--- src/rtl/bus_xfer_pkg.sv ---
// Shared types and helpers for the tri-state register bus sequencer.
// Driver index 0 is the external data driver; 1..3 are the registers R1..R3.
package bus_xfer_pkg;

    typedef enum logic [1:0] {
        OP_NOP  = 2'd0,
        OP_LOAD = 2'd1,
        OP_MOVE = 2'd2,
        OP_SWAP = 2'd3
    } op_e;

    typedef enum logic [1:0] {
        IDLE  = 2'd0,
        DRIVE = 2'd1,
        LATCH = 2'd2
    } state_e;

    localparam logic [1:0] DRV_DATA = 2'd0;
    localparam logic [1:0] DRV_R1   = 2'd1;
    localparam logic [1:0] DRV_R2   = 2'd2;
    localparam logic [1:0] DRV_R3   = 2'd3;

    localparam logic [1:0] SWAP_LAST_STEP = 2'd2;

    typedef struct packed {
        op_e        op;
        logic [1:0] src;
        logic [1:0] dst;
    } cmd_hdr_t;

    localparam int HDR_W = $bits(cmd_hdr_t);

    function automatic logic cmd_legal(input cmd_hdr_t c);
        case (c.op)
            OP_LOAD:          return c.dst != DRV_DATA;
            OP_MOVE, OP_SWAP: return (c.src != DRV_DATA) && (c.dst != DRV_DATA) && (c.src != c.dst);
            default:          return 1'b1;
        endcase
    endfunction

    function automatic logic [1:0] last_step(input op_e op);
        return (op == OP_SWAP) ? SWAP_LAST_STEP : 2'd0;
    endfunction

    // Returns {source driver, destination register} for one bus step.
    // The SWAP scratch register is whichever index a and b leave unused.
    function automatic logic [3:0] step_route(input cmd_hdr_t c, input logic [1:0] step);
        logic [1:0] spare;
        spare = 2'(int'(DRV_R1) + int'(DRV_R2) + int'(DRV_R3) - int'(c.src) - int'(c.dst));
        case (c.op)
            OP_LOAD: return {DRV_DATA, c.dst};
            OP_MOVE: return {c.src, c.dst};
            OP_SWAP: begin
                case (step)
                    2'd0:    return {c.src, spare};
                    2'd1:    return {c.dst, c.src};
                    default: return {spare, c.dst};
                endcase
            end
            default: return {DRV_DATA, DRV_DATA};
        endcase
    endfunction

endpackage

--- src/rtl/cmd_fifo.sv ---
// Synchronous command FIFO; head is read combinationally, pointers wrap modulo DEPTH.
// A push and a pop on the same edge are allowed even when full.
module cmd_fifo #(
    parameter int DEPTH = 4,
    parameter int WIDTH = 14
) (
    input  logic                    Clock,
    input  logic                    reset,
    input  logic                    push,
    input  logic                    pop,
    input  logic [WIDTH-1:0]        din,
    output logic [WIDTH-1:0]        dout,
    output logic                    full,
    output logic                    empty,
    output logic [$clog2(DEPTH):0]  count
);
    localparam int AW = $clog2(DEPTH);

    logic [WIDTH-1:0] mem_q [DEPTH];
    logic [WIDTH-1:0] mem_d [DEPTH];
    logic [AW-1:0]    wr_ptr_q, wr_ptr_d;
    logic [AW-1:0]    rd_ptr_q, rd_ptr_d;
    logic [AW:0]      count_q, count_d;

    always_comb begin
        mem_d    = mem_q;
        wr_ptr_d = wr_ptr_q;
        rd_ptr_d = rd_ptr_q;
        count_d  = count_q;
        if (push) begin
            mem_d[wr_ptr_q] = din;
            wr_ptr_d        = wr_ptr_q + AW'(1);
        end
        if (pop) begin
            rd_ptr_d = rd_ptr_q + AW'(1);
        end
        case ({push, pop})
            2'b10:   count_d = count_q + (AW+1)'(1);
            2'b01:   count_d = count_q - (AW+1)'(1);
            default: count_d = count_q;
        endcase
    end

    always_ff @(posedge Clock) begin
        if (!reset) begin
            wr_ptr_q <= '0;
            rd_ptr_q <= '0;
            count_q  <= '0;
        end else begin
            wr_ptr_q <= wr_ptr_d;
            rd_ptr_q <= rd_ptr_d;
            count_q  <= count_d;
        end
    end

    always_ff @(posedge Clock) begin
        mem_q <= mem_d;
    end

    assign dout  = mem_q[rd_ptr_q];
    assign full  = (count_q == (AW+1)'(DEPTH));
    assign empty = (count_q == '0);
    assign count = count_q;

endmodule

--- src/rtl/bus_xfer_ctrl.sv ---
// Command-driven sequencer for the shared tri-state register bus: queues LOAD/MOVE/SWAP
// commands and emits one-hot driver enables and load strobes, two cycles per bus step.
//
// state | meaning
// IDLE  | no transfer; pops and decodes the FIFO head when one is present
// DRIVE | source driver enabled, no load strobe
// LATCH | source still driven, destination strobed; last step pops the next command
module bus_xfer_ctrl
    import bus_xfer_pkg::*;
#(
    parameter int DW    = 8,
    parameter int DEPTH = 4
) (
    input  logic          Clock,
    input  logic          reset,
    input  logic          cmd_valid,
    output logic          cmd_ready,
    input  logic [1:0]    cmd_op,
    input  logic [1:0]    cmd_src,
    input  logic [1:0]    cmd_dst,
    input  logic [DW-1:0] cmd_data,
    output logic [DW-1:0] data_out,
    output logic [3:0]    drv_en,
    output logic [2:0]    ld_en,
    output logic          busy,
    output logic          err
);
    localparam int CW = HDR_W + DW;
    localparam int NW = $clog2(DEPTH) + 1;

    logic [CW-1:0] fifo_din, fifo_dout;
    logic          fifo_push, fifo_pop, fifo_full, fifo_empty;
    logic [NW-1:0] fifo_count;
    cmd_hdr_t      head_hdr;
    logic [DW-1:0] head_data;

    state_e        state_q, state_d;
    logic [1:0]    step_q, step_d;
    cmd_hdr_t      cur_q, cur_d;
    logic [DW-1:0] cur_data_q, cur_data_d;
    logic [3:0]    drv_en_q, drv_en_d;
    logic [2:0]    ld_en_q, ld_en_d;
    logic [DW-1:0] data_out_q, data_out_d;
    logic          err_q, err_d;
    logic          take;
    logic [3:0]    route;

    assign fifo_din  = {cmd_op, cmd_src, cmd_dst, cmd_data};
    assign head_hdr  = cmd_hdr_t'(fifo_dout[CW-1:DW]);
    assign head_data = fifo_dout[DW-1:0];
    assign cmd_ready = !fifo_full || fifo_pop;
    assign fifo_push = cmd_valid && cmd_ready;

    cmd_fifo #(
        .DEPTH (DEPTH),
        .WIDTH (CW)
    ) u_cmd_fifo (
        .Clock (Clock),
        .reset (reset),
        .push  (fifo_push),
        .pop   (fifo_pop),
        .din   (fifo_din),
        .dout  (fifo_dout),
        .full  (fifo_full),
        .empty (fifo_empty),
        .count (fifo_count)
    );

    always_comb begin
        state_d    = state_q;
        step_d     = step_q;
        cur_d      = cur_q;
        cur_data_d = cur_data_q;
        err_d      = 1'b0;
        take       = 1'b0;
        fifo_pop   = 1'b0;

        case (state_q)
            IDLE:  take = !fifo_empty;
            DRIVE: state_d = LATCH;
            LATCH: begin
                if (step_q == last_step(cur_q.op)) begin
                    state_d = IDLE;
                    take    = !fifo_empty;
                end else begin
                    step_d  = step_q + 2'd1;
                    state_d = DRIVE;
                end
            end
            default: state_d = IDLE;
        endcase

        // NOPs and illegal commands are consumed here without touching the bus.
        if (take) begin
            fifo_pop   = 1'b1;
            cur_d      = head_hdr;
            cur_data_d = head_data;
            step_d     = 2'd0;
            if (!cmd_legal(head_hdr)) begin
                err_d = 1'b1;
            end else if (head_hdr.op != OP_NOP) begin
                state_d = DRIVE;
            end
        end
    end

    // Outputs are registered from the current state, so the bus pattern trails the
    // internal state by one cycle.
    always_comb begin
        route      = step_route(cur_q, step_q);
        drv_en_d   = '0;
        ld_en_d    = '0;
        data_out_d = '0;
        if (state_q == DRIVE || state_q == LATCH) begin
            drv_en_d = 4'b0001 << route[3:2];
            if (state_q == LATCH) begin
                ld_en_d = 3'b001 << (route[1:0] - 2'd1);
            end
            if (route[3:2] == DRV_DATA) begin
                data_out_d = cur_data_q;
            end
        end
    end

    always_ff @(posedge Clock) begin
        if (!reset) begin
            state_q    <= IDLE;
            step_q     <= '0;
            cur_q      <= cmd_hdr_t'('0);
            cur_data_q <= '0;
            drv_en_q   <= '0;
            ld_en_q    <= '0;
            data_out_q <= '0;
            err_q      <= 1'b0;
        end else begin
            state_q    <= state_d;
            step_q     <= step_d;
            cur_q      <= cur_d;
            cur_data_q <= cur_data_d;
            drv_en_q   <= drv_en_d;
            ld_en_q    <= ld_en_d;
            data_out_q <= data_out_d;
            err_q      <= err_d;
        end
    end

    assign drv_en   = drv_en_q;
    assign ld_en    = ld_en_q;
    assign data_out = data_out_q;
    assign err      = err_q;
    assign busy     = (state_q != IDLE) || (|fifo_count) || (|drv_en_q);

endmodule

--- config.mk ---
export PLATFORM = sky130hd
export DESIGN_NAME = bus_xfer_ctrl
export DESIGN_NICKNAME = d
export VERILOG_FILES = /design/src/rtl/bus_xfer_pkg.sv /design/src/rtl/cmd_fifo.sv /design/src/rtl/bus_xfer_ctrl.sv
export SDC_FILE = /design/constraint.sdc
export NUM_CORES = 1
export LEC_CHECK = 0
export BUFFER_PORTS_ARGS = -buffer_cell sky130_fd_sc_hd__buf_2
export CAP_MARGIN = 20
export CORE_ASPECT_RATIO = 1.4
export CORE_UTILIZATION = 30
export DETAILED_ROUTE_END_ITERATION = 7
export REMOVE_ABC_BUFFERS = 1
export SYNTH_ARGS = -nofsm -noshare
export SYNTH_HDL_FRONTEND = slang
export SYNTH_SLANG_ARGS = --single-unit
--- constraint.sdc ---
create_clock -name Clock -period 3.4 [get_ports Clock]
set_clock_uncertainty 0.05 [all_clocks]
set_input_delay 0.68 -clock Clock [delete_from_list [all_inputs] [get_ports Clock]]
set_output_delay 0.68 -clock Clock [all_outputs]
set_load 0.1 [all_outputs]
* Word level (Yosys, flattened, before mapping)
Cells that the tools add are included.
** Word-level totals
- Input bits :: 17
- Logic and storage cells :: 97
- Output and inout bits :: 18
- Register bits after elaboration :: 97
** Operators by class
- Bitwise gates (word level) :: 4
- Add/sub/neg operators :: 8
- Shift operators :: 2
- Reductions and logical operators :: 28
- Mux-type cells :: 21
- Equality and inequality tests :: 14
- $lt $le $gt $ge :: 3
** Operators with widths (number)
- $bwmux 56 :: 1
- $mux 14 :: 3
- $bmux 14 s2 :: 1
- $demux 14 s2 :: 1
- $eq 2x2->1 const B :: 6
- $pmux 4 s3 :: 1
- $eq 2x1->1 const B :: 5
- $reduce_bool 2->1 :: 5
- $mux 2 :: 4
- $pmux 4 s2 :: 1
- $add 2x1->2 const B :: 3
- $ge 3x3->1 const B :: 2
- $logic_not 2->1 :: 3
- $not 2->3 :: 2
- $pmux 2 s3 :: 1
- $pmux 3 s2 :: 1
- $reduce_and 2->1 :: 3
- $reduce_and 3->1 :: 2
- $mux 1 :: 5
- $logic_and 1x1->1 :: 4
- $logic_or 1x1->1 :: 4
- $pmux 1 s2 :: 2
- $reduce_or 2->1 :: 2
- $reduce_or 4->1 :: 1
- 15 further kinds :: 17

* Logic depth before layout (Yosys ltp)
- Word-level depth :: 11
- Mapped depth :: 12
- Gate-level depth less buffers :: 10

* Hierarchy
Synthesis repeated with hierarchy kept, for this count alone.
** Second synthesis, totals
- Cell total of the unflattened synthesis :: 279
- Area, all modules :: 4068.9 µm²
** By module, submodules not included
- cmd_fifo :: cells an instance 117, seq. area each 1821.7 µm², instances 1, area an instance 2464.9 µm²
- bus_xfer_ctrl :: cells an instance 162, seq. area each 680.7 µm², instances 1, area an instance 1604.0 µm²

* Worst setup path after synthesis
OpenSTA, ideal clock, no wires.
- Path type :: reg-to-reg
- Start point :: register state_q[0]
- End point :: register u_cmd_fifo.count_q[2] (netlist: u_cmd_fifo.count[2])
- Stages on the path, launching flop included :: 13
- Data arrival time :: 2.446 ns
- Path slack :: 0.790 ns
- Data required time :: 3.235 ns
- Setup time :: 0.115 ns
- Path buffers :: 2
- Period minus slack after synthesis :: 2.610 ns
- Cells stage by stage :: dfxtp_1 inv_1 ha_1 o31ai_1 o41ai_1 buf_2 buf_2 nand2_1 fa_1 nor2_1 nand2_1 a32o_1 o21a_1
** On the way
- Word-level cells in the longest chain between the ends :: 7
- Elaborated cells on any way between the ends :: 10
- Classes of those cells :: eq/ne (3); mux (3); reduce/logical (4)
** Ends and longest elaborated chain
- start: declaration :: RTL line bus_xfer_ctrl.sv:37 : state_e state_q, state_d;
- start signal: assignment :: RTL line bus_xfer_ctrl.sv:136 : state_q <= state_d;
- $eq 2x2->1 or $logic_not 2->1 (tied branches) :: RTL line bus_xfer_ctrl.sv:78 : case (state_q)
- $pmux 1 s2 * :: RTL line bus_xfer_ctrl.sv:78
- $mux 1 * :: RTL line bus_xfer_ctrl.sv:94 : if (take) begin
- $logic_or 1x1->1 :: RTL line bus_xfer_ctrl.sv:51 : assign cmd_ready = !fifo_full || fifo_pop;
- $logic_and 1x1->1 :: RTL line bus_xfer_ctrl.sv:52 : assign fifo_push = cmd_valid && cmd_ready;
- $eq 2x1->1 or $eq 2x2->1 (tied branches) :: RTL line cmd_fifo.sv:37 : case ({push, pop})
- $pmux 3 s2 or $reduce_bool 2->1 (tied branches)
- end signal: assignment :: RTL line cmd_fifo.sv:52 : count_q <= count_d;
- end: declaration :: RTL line cmd_fifo.sv:23 : logic [AW:0] count_q, count_d;
Mark *: on every way between the ends. The rest lies on a longest branch, timed or not.
A chain may end at the register's enable or synchronous reset.

* Worst setup path in the final report
- Start point :: register state_q[0]
- End point :: output port cmd_ready
** On the way
- Word-level cells in the longest chain between the ends :: 4
- Elaborated cells on any way between the ends :: 5
- Classes of those cells :: eq/ne (1); mux (2); reduce/logical (2)
** Ends and longest elaborated chain
- $eq 2x2->1 or $logic_not 2->1 (tied branches) :: RTL line bus_xfer_ctrl.sv:78
- $pmux 1 s2 * :: RTL line bus_xfer_ctrl.sv:78
- $mux 1 * :: RTL line bus_xfer_ctrl.sv:94
- $logic_or 1x1->1 * :: RTL line bus_xfer_ctrl.sv:51
- end: declaration :: RTL line bus_xfer_ctrl.sv:17 : output logic cmd_ready,
Marked as above.

==> results.toml <==
[outcome]
status = "finished, final reports clean"

[critical_path]
required_ns = 2.67
worstSetupStartpoint = "state_q[0]$_SDFF_PN0_"
cp.arrival_ns = 2.17
critPathMaxStageDelay_ns = 0.52
crit_path_top_delay_cell = "o41a_4"
timing.rr.start = "state_q[0]$_SDFF_PN0_"
path_buf_inv = 3
path_class = "reg -> out"
crit_family = "buffers and inverters"
cpMostUsedCell = "inv_1"
crit_fanout = 9
endpoint_kind = "output port"
critPathLaunchType = "flip-flop"
crit_chain = "inv_1 -> ha_1 -> inv_1 -> o41a_4 -> nand3_1 -> buf_2"

[clock_tree]
post_cts_buffers = 0
cts_sinks = 97
clk_latency_ns = 0.34
cts_tree = "done"
postCtsHoldBufs = 0
cts_buffers = 9
cts-resized-gates = 0
cts.path.max_buffers = 2
root_buffer = "clkbuf_16"
htree_levels = 3
clk_pin_slew_worst_paths_ns = 0.07

[routing]
vias = 2414
dr.first_iter.drc_count = 73
ant_nets = 0
wl_per_cell_um = 13.7
route.detailed.drc = 0
routed_wl_um = 7250
drtPass1Iterations = 4
viasPerCell = 4.56

[grt]
grt_first_pass_wirelength_um = 11900
grt_pass1_vias = 2435
antenna_found_initial = 0
grt_overflow_total = 0
grtUsageTotal_pct = 11.1
grt_max_degree = 30

[cells_and_area]
post-route-util_pct = 35.5
nNetsFinal = 371
nFillCells = 1277
diodes = 0
synthToLayoutAreaGrowth_pct = 16.1
stdcell_area_sq_um = 4730
drive_above_1_share_pct = 21.6

[floorplan]
fp.dieH_um = 140
rows = 50
fp.coreArea_sq_um = 13300
die-width_um = 101
initial_core_util_pct = 30.6
die_area_sq_um = 14100
ios = 35

[place]
gp_congestion = 0.819
postPlaceCellArea_sq_um = 4440
post-dp-hpwl_um = 5310
port-buffer-count = 34

[synthesis]
ys_ff_latch = 97
synth_edf_count = 56
synth.yosys.seq_area_share_pct = 61.4
ys_types = 50
netlist_area_sq_um = 4080
synth.avg_cell_area_sq_um = 13.2
synth_warnings = 0
synth_cells = 309
synthFlopType = "edfxtp_1"
async_reset_ff_share_pct = 0

[pwr]
p_comb_share_pct = 31.2
irDropWorstVdd_mv = 0.265
leakage_nw = 1.72
p_sw_share_pct = 36.3
power_w = 0.00373
sequentialPowerShare_pct = 42.6
pwr-share-clk_pct = 26.2
power_switching_w = 0.00135
power_density_nw_per_um2 = 787
intPower_w = 0.00237

[sta]
worstMarginPinSlew_ns = 0.727
drv_slew = 0
slew_headroom_pct = 51.5
period_minus_slack_ns = 2.90
min_period_over_period_pct = 85.3
clock.fmax_mhz = 345
hold_viol_final = 0
rsz0062_at_grt = "no"
setup_violations = 0
fin_tns_setup_ns = 0

[min_path]
hold_path_class = "reg -> reg"
hp-start = "cur_data_q[6]$_SDFFE_PN0N_"

[job]
drv_cap = 0
[cells in the mapped netlist (all sizes together) (2+ instances only)]
cell / count / area share (%)
nand2: 42 / 3.9
xnor2: 5 / 1.1
and3b: 2 / 0.52
a211oi: 2 / 0.37
o31ai: 4 / 0.74
o21a: 3 / 0.55
buf: 7 / 1.0
a21oi: 8 / 0.98
o2111a: 2 / 0.55
and3: 3 / 0.46
a21boi: 15 / 2.8
nor3: 4 / 0.49
and2: 17 / 2.6
a21o: 2 / 0.37
nor4: 2 / 0.31
mux2i: 4 / 0.98
o41a: 2 / 0.80
ha: 11 / 3.4
mux4: 14 / 7.7
edfxtp: 56 / 41
xor2: 2 / 0.43
dfxtp: 41 / 20
nor2: 8 / 0.74
nor2b: 2 / 0.31
nand3: 4 / 0.49
o21ai: 3 / 0.37
inv: 15 / 1.4
clkbuf: 10 / 0.92
[sequential cells by signal, summed over array words and instances (netlist names)]
register,flops
u_cmd_fifo.wr_ptr_q,2
u_cmd_fifo.mem_q,56
cur_data_q,8
u_cmd_fifo.count,3
u_cmd_fifo.rd_ptr_q,2
step_q,2
data_out,8
drv_en,4
cur_q,6
err,1
state_q,2
ld_en,3
[cells in the final DEF, fill, tap and decap left out, types with 4 or more instances in the layout]
master and n:
mux2i_1 4, buf_4 5, mux4_2 14, xnor2_1 5
a21boi_0 15, o31ai_1 4, nor3_1 4, dfxtp_1 41
ha_1 11, inv_1 15, edfxtp_1 56, buf_2 34
nand2_1 42, nor2_1 8, a21oi_1 8, clkbuf_16 9
nand3_1 4, and2_1 17
[cells by family (layout without fill, tap and decap cells)]
family / count (synthesis) / count (layout) / share of synthesized area, %
multiplexers: 18 / 18 / 8.72
XOR/XNOR: 7 / 7 / 1.50
flip-flops: 97 / 97 / 61.4
buffers and inverters: 32 / 70 / 3.31
AO/OA/AOI/OAI: 53 / 53 / 10.3
adder cells (fa/ha/maj): 12 / 12 / 3.87
AND/OR/NAND/NOR: 90 / 90 / 11.0
[layout make-up]
class | count | area [sq um] | share of cell area [%]
flip-flops and latches | 97 | 2500 | 52.9
well taps | 182 | 228 | 4.81
inverters | 15 | 56.3 | 1.19
multi-input cells | 180 | 1450 | 30.6
repair buffers | 39 | 208 | 4.39
clock buffers | 9 | 225 | 4.76
clock inverters | 7 | 67.6 | 1.43
[power by group through the flow]
stage          Sequential, W  Combinational, W  Clock, W
2_1_floorplan        0.00168          0.000811         0
3_3_place_gp         0.00160           0.00115         0
3_5_place_dp         0.00161           0.00118         0
4_1_cts              0.00159           0.00119   0.00100
5_1_grt              0.00161           0.00130   0.00105
6_report             0.00159           0.00116  0.000976
[routing by layer]
layer | part of all wire (%) | track usage (%) | vias to the layer above
met5 | 0 | 0 | -
met4 | 2.6 | 6.03 | 0
met3 | 4.1 | 2.89 | 14
met2 | 53 | 19.4 | 44
met1 | 40 | 12.2 | 1164
li1 | - | - | 1192
[worst paths after layout]
path | endpoint | slack, ns | cells past startpoint
min | data_out[6]$_SDFF_PN0_ | 0.41 | 1
max reg2reg | u_cmd_fifo.mem_q[3]$_DFFE_PP_ | 0.66 | 6
max | cmd_ready | 0.50 | 6
min reg2reg | data_out[6]$_SDFF_PN0_ | 0.41 | 1
[through the flow]
stage	std cells	setup slack [ns]	hold slack [ns]
2_1_floorplan	292	-0.243	0.380
3_3_place_gp	513	0.737	0.395
3_5_place_dp	513	0.636	0.395
4_1_cts	529	0.502	0.412
5_1_grt	529	0.414	0.426
6_report	529	0.500	0.407
Power figures use the tool's default switching activity.
